<file path="src/rtl/routing_table_initiator_prog_if.sv">
// Lookup request/response handshake bundle for routing_table_initiator_prog.
// master = requesting side, slave = routing table.
interface routing_table_initiator_prog_if #(
  parameter int unsigned ADDR_WIDTH   = 32,
  parameter int unsigned PATH_WIDTH   = 7,
  parameter int unsigned TARGET_WIDTH = 4
);
  logic                    req_valid;
  logic                    req_ready;
  logic [ADDR_WIDTH-1:0]   req_address;
  logic                    resp_valid;
  logic                    resp_ready;
  logic [PATH_WIDTH-1:0]   resp_path;
  logic [TARGET_WIDTH-1:0] resp_target;
  logic                    resp_miss;

  modport master (
    output req_valid, req_address, resp_ready,
    input  req_ready, resp_valid, resp_path, resp_target, resp_miss
  );

  modport slave (
    input  req_valid, req_address, resp_ready,
    output req_ready, resp_valid, resp_path, resp_target, resp_miss
  );
endinterface

</file>
<file path="src/rtl/routing_table_initiator_prog.sv">
// Programmable address-range routing table with a single registered lookup stage.
// Optional miss counter (miss_count/miss_clear) is built only when ROUTING_MISS_COUNTER_EN is defined.
module routing_table_initiator_prog #(
  parameter int unsigned ADDR_WIDTH   = 32,
  parameter int unsigned PATH_WIDTH   = 7,
  parameter int unsigned TARGET_WIDTH = 4,
  parameter int unsigned NUM_RULES    = 4
) (
  input  logic                    clock,
  input  logic                    reset_n,
  input  logic                    cfg_we,
  input  logic [3:0]              cfg_idx,
  input  logic [ADDR_WIDTH-1:0]   cfg_base,
  input  logic [ADDR_WIDTH-1:0]   cfg_end,
  input  logic [PATH_WIDTH-1:0]   cfg_path,
  input  logic [TARGET_WIDTH-1:0] cfg_target,
  input  logic                    cfg_enable,
`ifdef ROUTING_MISS_COUNTER_EN
  output logic [15:0]             miss_count,
  input  logic                    miss_clear,
`endif
  routing_table_initiator_prog_if.slave bus
);

  logic [ADDR_WIDTH-1:0]   rule_base   [NUM_RULES];
  logic [ADDR_WIDTH-1:0]   rule_end    [NUM_RULES];
  logic [PATH_WIDTH-1:0]   rule_path   [NUM_RULES];
  logic [TARGET_WIDTH-1:0] rule_target [NUM_RULES];
  logic                    rule_enable [NUM_RULES];

  logic                    hit_found;
  logic [PATH_WIDTH-1:0]   hit_path;
  logic [TARGET_WIDTH-1:0] hit_target;
  logic                    accept;

  // Out-of-range indices simply match no entry, so they are dropped.
  always_ff @(posedge clock or negedge reset_n) begin
    if (!reset_n) begin
      for (int unsigned i = 0; i < NUM_RULES; i++) begin
        rule_base[i]   <= '0;
        rule_end[i]    <= '0;
        rule_path[i]   <= '0;
        rule_target[i] <= '0;
        rule_enable[i] <= 1'b0;
      end
    end else begin
      for (int unsigned i = 0; i < NUM_RULES; i++) begin
        if (cfg_we && cfg_idx == 4'(i)) begin
          rule_base[i]   <= cfg_base;
          rule_end[i]    <= cfg_end;
          rule_path[i]   <= cfg_path;
          rule_target[i] <= cfg_target;
          rule_enable[i] <= cfg_enable;
        end
      end
    end
  end

  // Priority scan: the first hit latches and blocks higher indices.
  always_comb begin
    hit_found  = 1'b0;
    hit_path   = '0;
    hit_target = '0;
    for (int unsigned i = 0; i < NUM_RULES; i++) begin
      if (!hit_found && rule_enable[i] &&
          bus.req_address >= rule_base[i] && bus.req_address < rule_end[i]) begin
        hit_found  = 1'b1;
        hit_path   = rule_path[i];
        hit_target = rule_target[i];
      end
    end
  end

  assign bus.req_ready = !bus.resp_valid || bus.resp_ready;
  assign accept        = bus.req_valid && bus.req_ready;

  always_ff @(posedge clock or negedge reset_n) begin
    if (!reset_n) begin
      bus.resp_valid  <= 1'b0;
      bus.resp_path   <= '0;
      bus.resp_target <= '0;
      bus.resp_miss   <= 1'b0;
    end else if (accept) begin
      bus.resp_valid  <= 1'b1;
      bus.resp_path   <= hit_path;
      bus.resp_target <= hit_target;
      bus.resp_miss   <= !hit_found;
    end else if (bus.resp_ready) begin
      bus.resp_valid  <= 1'b0;
    end
  end

`ifdef ROUTING_MISS_COUNTER_EN
  always_ff @(posedge clock or negedge reset_n) begin
    if (!reset_n) begin
      miss_count <= '0;
    end else if (miss_clear) begin
      miss_count <= '0;
    end else if (bus.resp_valid && bus.resp_ready && bus.resp_miss && miss_count != '1) begin
      miss_count <= miss_count + 16'd1;
    end
  end
`endif

endmodule

</file>
<file path="src/flat_wrapper.sv">
// flat-port wrapper written by rule: the top's interface ports become plain ports
module routing_table_initiator_prog_flat 
#(
  parameter int unsigned ADDR_WIDTH   = 32,
  parameter int unsigned PATH_WIDTH   = 7,
  parameter int unsigned TARGET_WIDTH = 4,
  parameter int unsigned NUM_RULES    = 4
)
  (clock, reset_n, cfg_we, cfg_idx, cfg_base, cfg_end, cfg_path, cfg_target, cfg_enable, bus_req_valid, bus_req_address, bus_resp_ready, bus_req_ready, bus_resp_valid, bus_resp_path, bus_resp_target, bus_resp_miss);
  routing_table_initiator_prog_if #(.ADDR_WIDTH(ADDR_WIDTH), .PATH_WIDTH(PATH_WIDTH), .TARGET_WIDTH(TARGET_WIDTH)) bus_i ();
  input  logic clock;
  input  logic reset_n;
  input  logic cfg_we;
  input  logic [3:0] cfg_idx;
  input  logic [ADDR_WIDTH-1:0] cfg_base;
  input  logic [ADDR_WIDTH-1:0] cfg_end;
  input  logic [PATH_WIDTH-1:0] cfg_path;
  input  logic [TARGET_WIDTH-1:0] cfg_target;
  input  logic cfg_enable;
  input wire logic [$bits(bus_i.req_valid)-1:0] bus_req_valid;
  input wire logic [$bits(bus_i.req_address)-1:0] bus_req_address;
  input wire logic [$bits(bus_i.resp_ready)-1:0] bus_resp_ready;
  output wire logic [$bits(bus_i.req_ready)-1:0] bus_req_ready;
  output wire logic [$bits(bus_i.resp_valid)-1:0] bus_resp_valid;
  output wire logic [$bits(bus_i.resp_path)-1:0] bus_resp_path;
  output wire logic [$bits(bus_i.resp_target)-1:0] bus_resp_target;
  output wire logic [$bits(bus_i.resp_miss)-1:0] bus_resp_miss;
  assign bus_i.req_valid = bus_req_valid;
  assign bus_i.req_address = bus_req_address;
  assign bus_i.resp_ready = bus_resp_ready;
  assign bus_req_ready = bus_i.req_ready;
  assign bus_resp_valid = bus_i.resp_valid;
  assign bus_resp_path = bus_i.resp_path;
  assign bus_resp_target = bus_i.resp_target;
  assign bus_resp_miss = bus_i.resp_miss;
  routing_table_initiator_prog #(.ADDR_WIDTH(ADDR_WIDTH), .PATH_WIDTH(PATH_WIDTH), .TARGET_WIDTH(TARGET_WIDTH), .NUM_RULES(NUM_RULES)) u_core (.clock(clock), .reset_n(reset_n), .cfg_we(cfg_we), .cfg_idx(cfg_idx), .cfg_base(cfg_base), .cfg_end(cfg_end), .cfg_path(cfg_path), .cfg_target(cfg_target), .cfg_enable(cfg_enable), .bus(bus_i));
endmodule
</file>
<file path="config.mk">
export PLATFORM = sky130hd
export DESIGN_NAME = routing_table_initiator_prog_flat
export DESIGN_NICKNAME = d
export VERILOG_FILES = /design/src/rtl/routing_table_initiator_prog_if.sv /design/src/rtl/routing_table_initiator_prog.sv /design/src/flat_wrapper.sv
export SDC_FILE = /design/constraint.sdc
export NUM_CORES = 1
export LEC_CHECK = 0
export ABC_CLOCK_PERIOD_IN_PS = 3700
export BUFFER_PORTS_ARGS = -buffer_cell sky130_fd_sc_hd__buf_2
export CORE_MARGIN = 5
export CORE_UTILIZATION = 63
export CTS_BUF_LIST = sky130_fd_sc_hd__clkbuf_8
export CTS_CLUSTER_SIZE = 14
export DETAILED_ROUTE_END_ITERATION = 10
export PLACE_DENSITY = 0.83
export SKIP_LAST_GASP = 1
export SLEW_MARGIN = 5
export SYNTH_ARGS = -nofsm -noshare
export SYNTH_HDL_FRONTEND = slang
export SYNTH_SLANG_ARGS = --single-unit
</file>
<file path="constraint.sdc">
create_clock -name clock -period 3.7 [get_ports clock]
set_clock_uncertainty 0.15 [all_clocks]
set_input_delay 0.74 -clock clock [delete_from_list [all_inputs] [get_ports clock]]
set_output_delay 0.74 -clock clock [all_outputs]
set_load 0.02 [all_outputs]
</file>
==> flow_summary.toml <==
[power]
p_switching_mw = 3.719
powerDensity_nw_per_um2 = 539.4
irDropWorstVdd_mv = 0.4655
p_sw_frac = 0.3314
p_leak_nw = 10.37
seq_power_share = 0.417
internal_power_mw = 7.501
clkPwrFrac = 0.276
p_comb_frac = 0.307

[logic_synthesis]
synth_area_leaders = "dfrtp_1, ha_1, mux2_2, inv_1, o21ai_0"
synth.avg_cell_area_sq_um = 10.26
mappedNetlistNets = 2155
async_reset_ff_frac = 1.000
netlist.area_leader.share = 0.4330
postSynthCellCount = 1786
synth_most_common_cell = "dfrtp_1"
ys_seq_elements = 317
ys_seq_area_frac = 0.4330
yosys_warnings = 0
yosysUniqueCellTypes = 58
synth-main-ff-cell = "dfrtp_1"
synth_top_area_cell = "dfrtp_1"
synth_enable_flop_cells = 0
syn_area_sq_um = 18320
netlist_top_cells_count = "dfrtp_1, inv_1, ha_1"

[floorplanning]
initial_core_util = 0.6383
rows = 62
coreArea_sq_um = 28700
die_w_um = 180.5
die-area_sq_um = 32590
die_h_um = 180.5
io_pins = 131

[setup_path]
cp-start-kind = "register"
critical_path_arrival_ns = 3.71
slowest_delay_ns = 0.56
cp_max_fo = 11
cpMaxStageDelayCell = "nor4bb_1"
r2r-start = "u_core.rule_base[14]"
r2r_slack_ns = 0.34
worstPathRequired_ns = 4.05
r2r-end = "u_core.bus.resp_target[3]"
path_class = "register to register"
ff2ff_path_depth = 11
end_kind = "register"
path_cells = "inv_1 -> ha_1 -> and4_1 -> nand2_1 -> a21oi_1 -> o31ai_1 -> nand4_1 -> nor4bb_1 -> nor4b_4 -> buf_4 -> a221o_1"
crit_start = "u_core.rule_base[14]"

[timing]
worst_slew_pin_slew_ns = 0.8595
hold_violations = 0
finalSetupViolations = 0
period_needed_ns = 3.360
finalWorstSetupSlack_ns = 0.3401
totalNegativeSetupSlack_ns = 0
rsz0062_at_grt = "false"
slew_violations = 0
hold_ws_ns = 0.04414
max_freq_mhz = 297.6
period_share = 0.9081
slew_headroom = 0.4270

[worst_hold_path]
hold_path.class = "primary input to asynchronous set/reset pin"

[clock_tree]
clock_latency_ns = 0.59
cts_setup_buffers = 0
root_buffer = "clkbuf_8"
cts_tree = "yes"
clk_pin_slew_ns = 0.06
clock_sinks = 317
htree_levels = 2
cts_buffers = 52
clock_path_buffers = 3

[run]
maxCapViolCount = 0

[global_route]
grt-ovfl-total = 0
grt_pass1_vias = 15136
grt_start_max_net_pins = 139
grt_first_pass_wirelength_mm = 76.36
antenna_found_initial = 5
grtUsageTotal = 0.2846

[final_layout]
multi_input_area_sq_um = 9180
drive_above_1_share = 0.2260
final_cells = 2384
synthToLayoutAreaGrowth_pct = 13.54
nets = 2325
layout.area.seq_sq_um = 7933
nFillCells = 1975
final_cell_area_sq_um = 20800

[placement]
place_inst = 2286
dp_hpwl_mm = 33.72
placed_area_sq_um = 19730
gp_congestion = 0.9183
port_buffers = 130
post-place-ws_ns = -0.5326

[detailed_routing]
num_vias = 14277
drc = 0
drt_iter0_markers = 1174
vias_per_cell = 5.989
wl_per_cell_um = 19.61
wl_mm = 46.76
ant_nets = 0
firstDrtPassIters = 8

[run_status]
status = "complete, no violations"
## flip-flops by register name, summed over array words and instances, names as in the netlist
register / count
u_core.bus.resp_path: 7
u_core.bus.resp_valid: 1
u_core.rule_target: 16
u_core.rule_base: 128
u_core.rule_enable: 4
u_core.bus.resp_miss: 1
u_core.rule_path: 28
u_core.bus.resp_target: 4
u_core.rule_end: 128
## what timing repair did
item                       in CTS  in global routing
hold endpoints to repair        0                  0
resized for setup               1                  1
setup endpoints to repair       3                  2
pin swaps                       0                  0
hold buffers                    0                  0
## critical path: cells and delay by family, from the launching register on
| kind | cells | cell delay (ns) |
|---|---|---|
| buffers and inverters | 2 | 0.28 |
| adder cells (fa/ha/maj) | 1 | 0.33 |
| AO/OA/AOI/OAI | 3 | 0.81 |
| AND/OR/NAND/NOR | 5 | 1.34 |
| flip-flops | 1 | 0.37 |
## how the worst max path moves through the flow
stage / depth (start not counted) / to / slack, ns
after floorplan: 11 / u_core.bus.resp_path[0] / 0.37
after CTS: 11 / u_core.bus.resp_target[3] / 0.20
after global placement: 11 / u_core.bus.resp_path[4] / -0.51
final: 11 / u_core.bus.resp_target[3] / 0.34
after detailed placement: 11 / u_core.bus.resp_path[3] / -0.53
after global routing: 11 / u_core.bus.resp_path[2] / 0.25
## cell usage in the layout (no fill, tap or decap), types with 19 or more instances in the layout
cell      synthesis  routed
dfrtp_1         317     317
inv_1           269     286
ha_1            252     252
mux2_2          180     180
nand2_1         175     174
o21ai_0         160     160
buf_2             2     129
a21oi_1          89      88
clkbuf_8          0      66
buf_4             1      36
nand4_1          34      34
nand3_1          28      27
nor2_1           27      26
a21o_1           21      21
a211oi_1         19      19
## power by group through the flow
stage          logic [mW]  registers (mW)  clock network [mW]
3_5_place_dp         3.39            4.72                   0
5_1_grt              3.89            4.75                3.30
3_3_place_gp         3.16            4.68                   0
6_report             3.45            4.67                3.10
4_1_cts              3.43            4.66                3.14
2_1_floorplan        2.23            4.65                   0
## layout make-up
cell class | count | share of cell area
multi-input cells | 1140 | 0.4414
diodes | 4 | 0.0004812
well taps | 384 | 0.02310
inverters | 269 | 0.04854
clock buffers | 66 | 0.04367
flip-flops and latches | 317 | 0.3814
clock inverters | 28 | 0.007098
repair buffers | 176 | 0.05438
## per-stage QoR
| step | util | power [mW] |
|---|---|---|
| 4_1_cts | 0.7242 | 11.23 |
| 5_1_grt | 0.7244 | 11.93 |
| 2_1_floorplan | - | 6.876 |
| 3_3_place_gp | 0.6873 | 7.837 |
| 6_report | 0.7247 | 11.22 |
| 3_5_place_dp | 0.6873 | 8.102 |
## logic make-up after synthesis
family / Yosys count / synth area share
adders and majority gates: 252 / 0.1721
muxes: 180 / 0.1106
and+or+nand+nor: 328 / 0.08537
DFF: 317 / 0.4330
buffers and inverters: 329 / 0.06857
AOI/OAI and AO/OA: 380 / 0.1303
## per-layer routing
metal / track usage / wire length (um) / up-vias / share of wire
met3: 0.05753 / 3160 / 145 / 0.068
met1: 0.3700 / 19350 / 7011 / 0.41
met2: 0.4745 / 22600 / 523 / 0.48
li1: - / - / 6592 / -
met4: 0.1071 / 1597 / 6 / 0.034
met5: 0 / 41 / - / 0.00088
Power figures use the tool's default switching activity.
